[src/rtl/uart_ctrl_pkg.sv]
// Shared types and constants for the UART transmit arbiter.
package uart_ctrl_pkg;

  localparam int UART_WORD_W = 9;

  typedef enum logic [1:0] {
    ARB       = 2'd0,
    ISSUE     = 2'd1,
    WAIT_BUSY = 2'd2,
    WAIT_DONE = 2'd3
  } arb_state_t;

endpackage

[src/rtl/uart_tx_arbiter_rr_picker.sv]
// Combinational round-robin picker: first set request after rr_ptr, wrapping modulo NUM_REQ.
module rr_picker #(
  parameter int  NUM_REQ = 4,
  localparam int IDW     = $clog2(NUM_REQ)
) (
  input  logic [NUM_REQ-1:0] req,
  input  logic [IDW-1:0]     rr_ptr,
  output logic [IDW-1:0]     winner,
  output logic               any_req
);

  logic [IDW-1:0] idx;

  // Scan farthest-first so the nearest set bit after rr_ptr overwrites and wins.
  always_comb begin
    winner  = '0;
    idx     = '0;
    any_req = |req;
    for (int i = NUM_REQ; i >= 1; i--) begin
      idx = IDW'((int'(rr_ptr) + i) % NUM_REQ);
      if (req[idx]) winner = idx;
    end
  end

endmodule

[src/rtl/uart_tx_arbiter.sv]
// Round-robin arbiter sharing one UART transmitter among NUM_REQ requesters,
// with start strobe, busy/ready tracking and a sticky busy-timeout flag.
module uart_tx_arbiter
  import uart_ctrl_pkg::*;
#(
  parameter int  NUM_REQ      = 4,
  parameter int  BUSY_TIMEOUT = 16,
  localparam int IDW          = $clog2(NUM_REQ)
) (
  input  logic                           clk,
  input  logic                           rst_n,
  input  logic [NUM_REQ-1:0]             req_valid,
  input  logic [NUM_REQ*UART_WORD_W-1:0] req_data,
  output logic [NUM_REQ-1:0]             req_accept,
  output logic [NUM_REQ-1:0]             req_done,
  output logic                           uart_start,
  output logic [UART_WORD_W-1:0]         uart_data,
  input  logic                           uart_ready,
  input  logic                           uart_busy,
  output logic [IDW-1:0]                 grant_id,
  output logic                           arb_busy,
  output logic                           timeout_err,
  input  logic                           err_clr
);

  localparam int CW = $clog2(BUSY_TIMEOUT + 1);

  arb_state_t             state_q, state_d;
  logic [IDW-1:0]         rr_ptr_q, rr_ptr_d;
  logic [IDW-1:0]         grant_id_q, grant_id_d;
  logic [UART_WORD_W-1:0] uart_data_q, uart_data_d;
  logic [NUM_REQ-1:0]     req_accept_q, req_accept_d;
  logic [NUM_REQ-1:0]     req_done_q, req_done_d;
  logic                   uart_start_q, uart_start_d;
  logic                   timeout_err_q, timeout_err_d;
  logic [CW-1:0]          cnt_q, cnt_d;

  logic [IDW-1:0]         winner;
  logic                   any_req;

  rr_picker #(.NUM_REQ(NUM_REQ)) u_picker (
    .req     (req_valid),
    .rr_ptr  (rr_ptr_q),
    .winner  (winner),
    .any_req (any_req)
  );

  // Outputs are registered, so each pulse appears the cycle after its decision.
  always_comb begin
    state_d       = state_q;
    rr_ptr_d      = rr_ptr_q;
    grant_id_d    = grant_id_q;
    uart_data_d   = uart_data_q;
    req_accept_d  = '0;
    req_done_d    = '0;
    uart_start_d  = 1'b0;
    cnt_d         = cnt_q;
    timeout_err_d = timeout_err_q & ~err_clr;

    case (state_q)
      ARB: begin
        if (any_req) begin
          uart_data_d          = req_data[int'(winner)*UART_WORD_W +: UART_WORD_W];
          grant_id_d           = winner;
          rr_ptr_d             = winner;
          req_accept_d[winner] = 1'b1;
          state_d              = ISSUE;
        end
      end
      ISSUE: begin
        if (uart_ready) begin
          uart_start_d = 1'b1;
          cnt_d        = '0;
          state_d      = WAIT_BUSY;
        end
      end
      WAIT_BUSY: begin
        if (uart_busy) begin
          state_d = WAIT_DONE;
        end else if (cnt_q == CW'(BUSY_TIMEOUT - 1)) begin
          // The word is dropped; the requester still gets its done pulse.
          timeout_err_d          = 1'b1;
          req_done_d[grant_id_q] = 1'b1;
          state_d                = ARB;
        end else begin
          cnt_d = cnt_q + CW'(1);
        end
      end
      WAIT_DONE: begin
        if (uart_ready && !uart_busy) begin
          req_done_d[grant_id_q] = 1'b1;
          state_d                = ARB;
        end
      end
      default: state_d = ARB;
    endcase
  end

  always_ff @(posedge clk or negedge rst_n) begin
    if (!rst_n) begin
      state_q       <= ARB;
      rr_ptr_q      <= IDW'(NUM_REQ - 1);
      grant_id_q    <= '0;
      uart_data_q   <= '0;
      req_accept_q  <= '0;
      req_done_q    <= '0;
      uart_start_q  <= 1'b0;
      timeout_err_q <= 1'b0;
      cnt_q         <= '0;
    end else begin
      state_q       <= state_d;
      rr_ptr_q      <= rr_ptr_d;
      grant_id_q    <= grant_id_d;
      uart_data_q   <= uart_data_d;
      req_accept_q  <= req_accept_d;
      req_done_q    <= req_done_d;
      uart_start_q  <= uart_start_d;
      timeout_err_q <= timeout_err_d;
      cnt_q         <= cnt_d;
    end
  end

  assign req_accept  = req_accept_q;
  assign req_done    = req_done_q;
  assign uart_start  = uart_start_q;
  assign uart_data   = uart_data_q;
  assign grant_id    = grant_id_q;
  assign timeout_err = timeout_err_q;
  assign arb_busy    = (state_q != ARB);

endmodule
[config.mk]
export PLATFORM = sky130hd
export DESIGN_NAME = uart_tx_arbiter
export DESIGN_NICKNAME = d
export VERILOG_FILES = /design/src/rtl/uart_ctrl_pkg.sv /design/src/rtl/uart_tx_arbiter_rr_picker.sv /design/src/rtl/uart_tx_arbiter.sv
export SDC_FILE = /design/constraint.sdc
export NUM_CORES = 1
export LEC_CHECK = 0
export ABC_AREA = 1
export ABC_CLOCK_PERIOD_IN_PS = 2370
export BUFFER_PORTS_ARGS = -buffer_cell sky130_fd_sc_hd__buf_2
export CELL_PAD_IN_SITES_DETAIL_PLACEMENT = 1
export CELL_PAD_IN_SITES_GLOBAL_PLACEMENT = 1
export CORE_UTILIZATION = 35
export CTS_CLUSTER_SIZE = 25
export DETAILED_ROUTE_END_ITERATION = 8
export GPL_ROUTABILITY_DRIVEN = 1
export PLACE_DENSITY = 0.81
export SLEW_MARGIN = 20
export SYNTH_ARGS = -nofsm -noshare
export SYNTH_HDL_FRONTEND = slang
export SYNTH_HIERARCHICAL = 1
export SYNTH_SLANG_ARGS = --single-unit
[constraint.sdc]
create_clock -name clk -period 2.37 [get_ports clk]
set_input_delay 0.237 -clock clk [delete_from_list [all_inputs] [get_ports clk]]
set_output_delay 0.237 -clock clk [all_outputs]
set_load 0.02 [all_outputs]
==> results of run 1 <==
==> cell usage after synthesis <==
cell / instances
nand4_1: 3
o21ai_0: 25
nand2_4: 5
buf_2: 2
inv_2: 6
nor2_2: 1
dfstp_2: 2
nand3b_1: 1
nand2_1: 96
inv_4: 2
ha_1: 3
a21oi_1: 3
dfrtp_1: 28
xor2_1: 1
nor2_1: 32
nand3_1: 12
o21ai_1: 11
a21oi_2: 1
or2_0: 1
nor4_1: 1
nor2_4: 2
inv_1: 31
nand2_2: 9
clkbuf_1: 2
buf_6: 5
o31ai_1: 1
o21ai_2: 4
==> flip-flops by register name, indices dropped and copies added (netlist names) <==
signal,flops
uart_data,9
grant_id,2
cnt_q,5
state_q,2
req_accept,4
rr_ptr_q,2
uart_start,1
timeout_err,1
req_done,4
==> cell families (layout without fill, tap and decap cells) <==
group	count (synthesis)	after routing	synth area share
buffers and inverters	48	116	0.113
XOR/XNOR	1	1	0.00440
adder cells (fa/ha/maj)	3	3	0.0188
AND/OR/NAND/NOR	163	163	0.362
AO/OA/AOI/OAI	45	45	0.124
flip-flops	30	30	0.378
==> power groups by stage <==
stage | Sequential, µW | Combinational [µW] | Clock, µW
global placement | 862 | 2200 | 0
CTS | 863 | 2280 | 511
global route | 887 | 2590 | 529
detailed placement | 869 | 2270 | 0
floorplan | 966 | 1660 | 0
finish | 861 | 2260 | 493
==> metal layers <==
layer / GRT usage / up-vias / wire length [µm]
met5: 0 / - / 0
met4: 0.0774 / 0 / 77
met3: 0.0247 / 5 / 141
met2: 0.372 / 33 / 2800
met1: 0.237 / 988 / 2460
li1: - / 1027 / -
==> cell usage in the layout, fill, tap and decap left out, drive strengths merged <==
master / instances
nor4: 1
dfstp: 2
o31ai: 1
o21ai: 40
nand4: 3
nand2: 110
clkbuf: 8
ha: 3
nand3: 12
dfrtp: 28
xor2: 1
nor2: 35
inv: 39
nand3b: 1
or2: 1
buf: 69
a21oi: 4
==> worst paths after layout <==
path | end | from
worst max-delay path | uart_data[2] | rr_ptr_q[0]
worst min register to register | cnt_q[3] | cnt_q[3]
max in group asynchronous | cnt_q[1] | rst_n
worst max register to register | uart_data[2] | rr_ptr_q[0]
min in group clk | timeout_err | err_clr
worst min-delay path | req_done[2] | rst_n
==> per-stage QoR <==
step	cells	power, µW	setup slack (ps)
finish	430	3610	274
global route	430	4000	40.6
CTS	430	3660	197
detailed placement	422	3140	223
global placement	422	3060	319
floorplan	290	2630	544
==> layout make-up <==
| class | instances | area share |
|---|---|---|
| well taps | 72 | 0.0362 |
| repair buffers | 69 | 0.147 |
| clock buffers | 8 | 0.0443 |
| inverters | 39 | 0.0619 |
| flip-flops and latches | 30 | 0.303 |
| multi-input cells | 212 | 0.408 |
==> summary.md, run 1 <==
| Metric | Value |
|---|---|
| YS warnings | 6 |
| First-pass DRT Iterations | 4 |
| Worst skew pair latency | 280 ps |
| Clock buffer depth | 2 |
| First-pass GRT wire length | 9.64 mm |
| Routed Wire Length | 5.48 mm |
| Site row count | 27 |
| Fin crit period | 2100 ps |
| Core area | 0.00551 mm² |
| DIE HEIGHT | 77.4 µm |
| DR DRC count | 0 |
| Post-CTS setup buffer count | 0 |
| Syn Nets | 338 |
| Post-route ant nets | 0 |
| Highest-delay cell along the critical path | dfstp_2 |
| Post-synthesis register bit count | 30 |
| Period utilisation layout | 0.885 |
| Worst-path fanout max | 18 |
| Synth Cell Area | 0.00199 mm² |
| Finish-stage setup viols | 0 |
| Comb power frac | 0.625 |
| CTS resizes | 0 |
| Vias in the first global route | about 2,200 |
| # H-tree levels | 2 |
| Critical path, cell by cell | nand2_1 -> o21ai_2 -> nand2_2 -> o21ai_1 -> nand2_1 -> a21oi_2 -> buf_12 -> nor2_1 -> o21ai_0 -> nand2_1 -> nand2_1 -> nand2_1 |
| Power density over the cells | 1450 mW/mm² |
| Max-Cap Viols | 0 |
| TritonCTS Buffers | 5 |
| Slew @ Worst Pin | 696 ps |
| Final Util | 0.451 |
| Largest area contributor in the synthesized netlist | dfrtp_1 |
| Net Sw Power | between 1500 and 2000 µW |
| Drt wl/cell | 12.7 µm |
| Fin Setup TNS | 0 ps |
| Initial DRC Count | 48 |
| IO Count | 67 |
| IO buf count | 66 |
| Clock transition at path regs | approximately 70 ps |
| Seq pwr share | 0.238 |
| Slew headroom | 0.536 |
| CTS tree | built |
| Synth Instances | 290 |
| Via count | between 2,000 and 2,500 |
| Switching Fraction | 0.510 |
| Initial cell density of the core | 0.362 |
| Post-Syn Area per Cell | 6.87 µm² |
| Multi-input gate area | 0.00101 mm² |
| Hold WS | -9.15 ps |
| Area after DPL | 0.00237 mm² |
| Int Pwr | ~1800 µW |
| Largest net degree at the start of global routing | 31 |
| Worst path required time | 2540 ps |
| Worst reg-to-reg setup slack | 270 ps |
| Fin. max-slew vios | 0 |
| Crit end category | flop |
| DR vias/cell | roughly 4.8 |
| Placer Congestion | 0.847 |
| Final Net Count | 405 |
| WP depth | 12 |
| Overflow after GRT | 0 |
| Clk sinks | 30 |
| Count of cell types in the netlist | 27 |
| Synth top area share | 0.352 |
| Crit Path Category | reg2reg |
| Final antenna diode count | 0 |
| Post-synthesis sequential area ratio | 0.378 |
| Sequential cell area | 753 µm² |
| RSZ-0062 raised after global routing | false |
| Outcome | complete, but fails checks |
| Maximum VDD drop | ~0.60 mV |
| Clock Power Share | 0.137 |
| Hpwl dp | 4.25 mm |
| Antenna violations before repair | 0 |
| Fmax | ~480 MHz |
| Layout cells sized above 1 | 0.304 |
| Clock skew | 2.99 ps |
| Root Driver | clkbuf_8 |
| CP Data Arrival Time | around 2300 ps |
| CP peak stage delay | 690 ps |
| CP most frequent cell | nand2_1 |
| Layout area overhead | 24.8% |
| Ranking of synthesized cells by area | dfrtp_1 35%, nand2_1 18%, o21ai_0 6.3%, nor2_1 6.0%, inv_1 5.8% |
| Leakage | ~0.0014 µW |
| GRT Total Usage | 0.202 |
| Worst r2r path cells | 12 |
| Setup crit start kind | flop |
| Hold Path Class | in2async |
| Final Cell Area | 0.00249 mm² |
| Full die area | between 0.005 and 0.006 mm² |
| Failing checks | hold timing |
| Buf+Inv Stages, Crit Path | 1 |
| Final Hold Fails | 8 |
| Hold-fix buffers, CTS | 0 |
| Die width | 77.4 µm |
| # fillers | 747 |
| CP delay by family, top | flip-flops |
No activity file was read; power rests on OpenSTA's default activity.
==> inputs of run 2 (changes only) <==
CORE_UTILIZATION = 30   (was 35)
CTS_CLUSTER_DIAMETER = 100   (was not set)
PLACE_DENSITY = 0.71   (was 0.81)
==> run 2 against run 1 <==
Net effect: the flow still finishes with violations (hold timing); maximum frequency is 0.31% higher; core utilization is 6.7 points lower; sequential share of layout area is 0.40 points higher; cell area is 1.3% lower; sequential cell count stayed put; clock skew is 2.7 ps higher; worst setup slack better by 6.5 ps; largest power group unchanged.
==> summary.md, run 2 (same netlist as run 1, synthesis figures left out) <==
| Metric | Value |
|---|---|
| Outcome | complete, but fails checks |
| Failing checks | hold timing |
| Routed Wire Length | 5.13 mm |
| CP Data Arrival Time | 2250 ps |
| Commonest cells after routing, fill and taps aside | 96 x nand2_1, 66 x buf_2, 32 x nor2_1 |
| CTS resizes | 0 |
| Fin Setup TNS | 0 ps |
| CP peak stage delay | 680 ps |
| Crit end category | flop |
| Worst path required time | about 2500 ps |
| Crit Path Category | reg2reg |
| Layout area overhead | 23.2% |
| Routed wire length on met3 | 176 µm |
| Root Driver | clkbuf_8 |
| CP most frequent cell | nand2_1 |
| First-pass GRT wire length | approximately 9 mm |
| DR vias/cell | 4.62 |
| PnR worst setup slack | 280 ps |
| Drt wl/cell | 11.8 µm |
| WL met2 | 2.47 mm |
| Final Net Count | a little over 400 |
| Sequential cell area | between 700 and 800 µm² |
| Power density over the cells | 1420 mW/mm² |
| IO Count | 67 |
| Slew headroom | 0.545 |
| Worst reg-to-reg setup slack | 280 ps |
| Critical path, cell by cell | inv_4 -> nand2_4 -> nand2_4 -> nand2_1 -> nand2_2 -> inv_1 -> nand2_1 -> nand2_1 -> nand2_1 -> buf_4 -> nor2_1 -> nor2_1 -> o21ai_0 -> nand2_1 -> nand2_1 -> nand2_1 |
| Largest net degree at the start of global routing | 31 |
| Fin crit period | 2090 ps |
| Maximum VDD drop | 0.565 mV |
| CP delay by family, top | simple AND/OR/NAND/NOR gates |
| Via count | 2,006 |
| Hold-fix buffers, CTS | 0 |
| Max-Cap Viols | 0 |
| Clock transition at path regs | 60 ps |
| GRT Total Usage | 0.159 |
| Antenna violations before repair | 0 |
| IO buf count | 66 |
| Worst r2r path cells | 16 |
| Buf+Inv Stages, Crit Path | 3 |
| # H-tree levels | 2 |
| Final Power | 3470 µW |
| Placer Congestion | 0.773 |
| Die width | 83.5 µm |
| Layout cells sized above 1 | 0.300 |
| Fmax | 479 MHz |
| Clock skew | 5.72 ps |
| Initial DRC Count | 38 |
| First-pass DRT Iterations | 4 |
| # fillers | 860 |
| Final antenna diode count | 0 |
| TritonCTS Buffers | 5 |
| Core area | 0.00639 mm² |
| Full die area | 0.00697 mm² |
| DR DRC count | 0 |
| Highest-delay cell along the critical path | dfstp_2 |
| Leakage | around 0.0014 µW |
| Pre-CTS WS | 260 ps |
| Period utilisation layout | 0.882 |
| RSZ-0062 raised after global routing | false |
| Multi-input gate area | approximately 0.0010 mm² |
| CTS tree | built |
| Finish-stage setup viols | 0 |
| Clock buffer depth | 2 |
| Worst-path fanout max | 12 |
| Setup crit start kind | flop |
| M1 WL | 2.43 mm |
| Worst skew pair latency | roughly 270 ps |
| Overflow after GRT | 0 |
| Site row count | 29 |
| DIE HEIGHT | roughly 83 µm |
| Slew @ Worst Pin | just under 700 ps |
| Hold WS | -0.516 ps |
| Initial cell density of the core | 0.312 |
| Hold Path Class | in2async |
| Max reg flops | 9 |
| Post-CTS setup buffer count | 0 |
| Hpwl dp | 4.06 mm |
| WP depth | 16 |
| Top Metal Used | met4 |
| Post-route ant nets | 0 |
| Most common cell after layout, fill and taps aside | nand2_1 |
| Final Hold Fails | 1 |
| Clk sinks | 30 |
| Fin. max-slew vios | 0 |
| Vias in the first global route | 2,077 |
run 2: report_power, final:
group          internal [µW]  total (µW)  leakage (µW)  switching [µW]
Clock                    234         418     0.0000482             184
Sequential               705         859      0.000388             154
Combinational            724        2200      0.000983            1470
Total                   1660        3470       0.00142            1810
run 2: path summary, 6_finish.rpt:
kind	start	end
setup / recovery	rr_ptr_q[0]	uart_data[3]
hold / removal	rst_n	req_done[1]
max in group asynchronous	rst_n	state_q[1]
setup reg to reg	rr_ptr_q[0]	uart_data[3]
min in group clk	err_clr	timeout_err
hold reg to reg	cnt_q[3]	cnt_q[3]
run 2: area by class of cell:
cell class	instances	share of cell area
well taps	77	0.0393
repair buffers	68	0.141
clock inverters	1	0.00204
flip-flops and latches	30	0.307
clock buffers	7	0.0352
inverters	39	0.0627
multi-input cells	212	0.413
run 2: stage by stage:
step,util,cell area [µm²],cells
after floorplan,-,1990,290
after global placement,0.370,2360,426
after detailed placement,0.370,2360,426
after CTS,0.384,2450,434
after global routing,0.384,2450,434
final,0.384,2450,434
run 2: per-layer routing:
metal	track usage	up-vias
met5	0	-
met4	0.0416	0
met3	0.0267	6
met2	0.278	39
met1	0.202	934
li1	-	1027
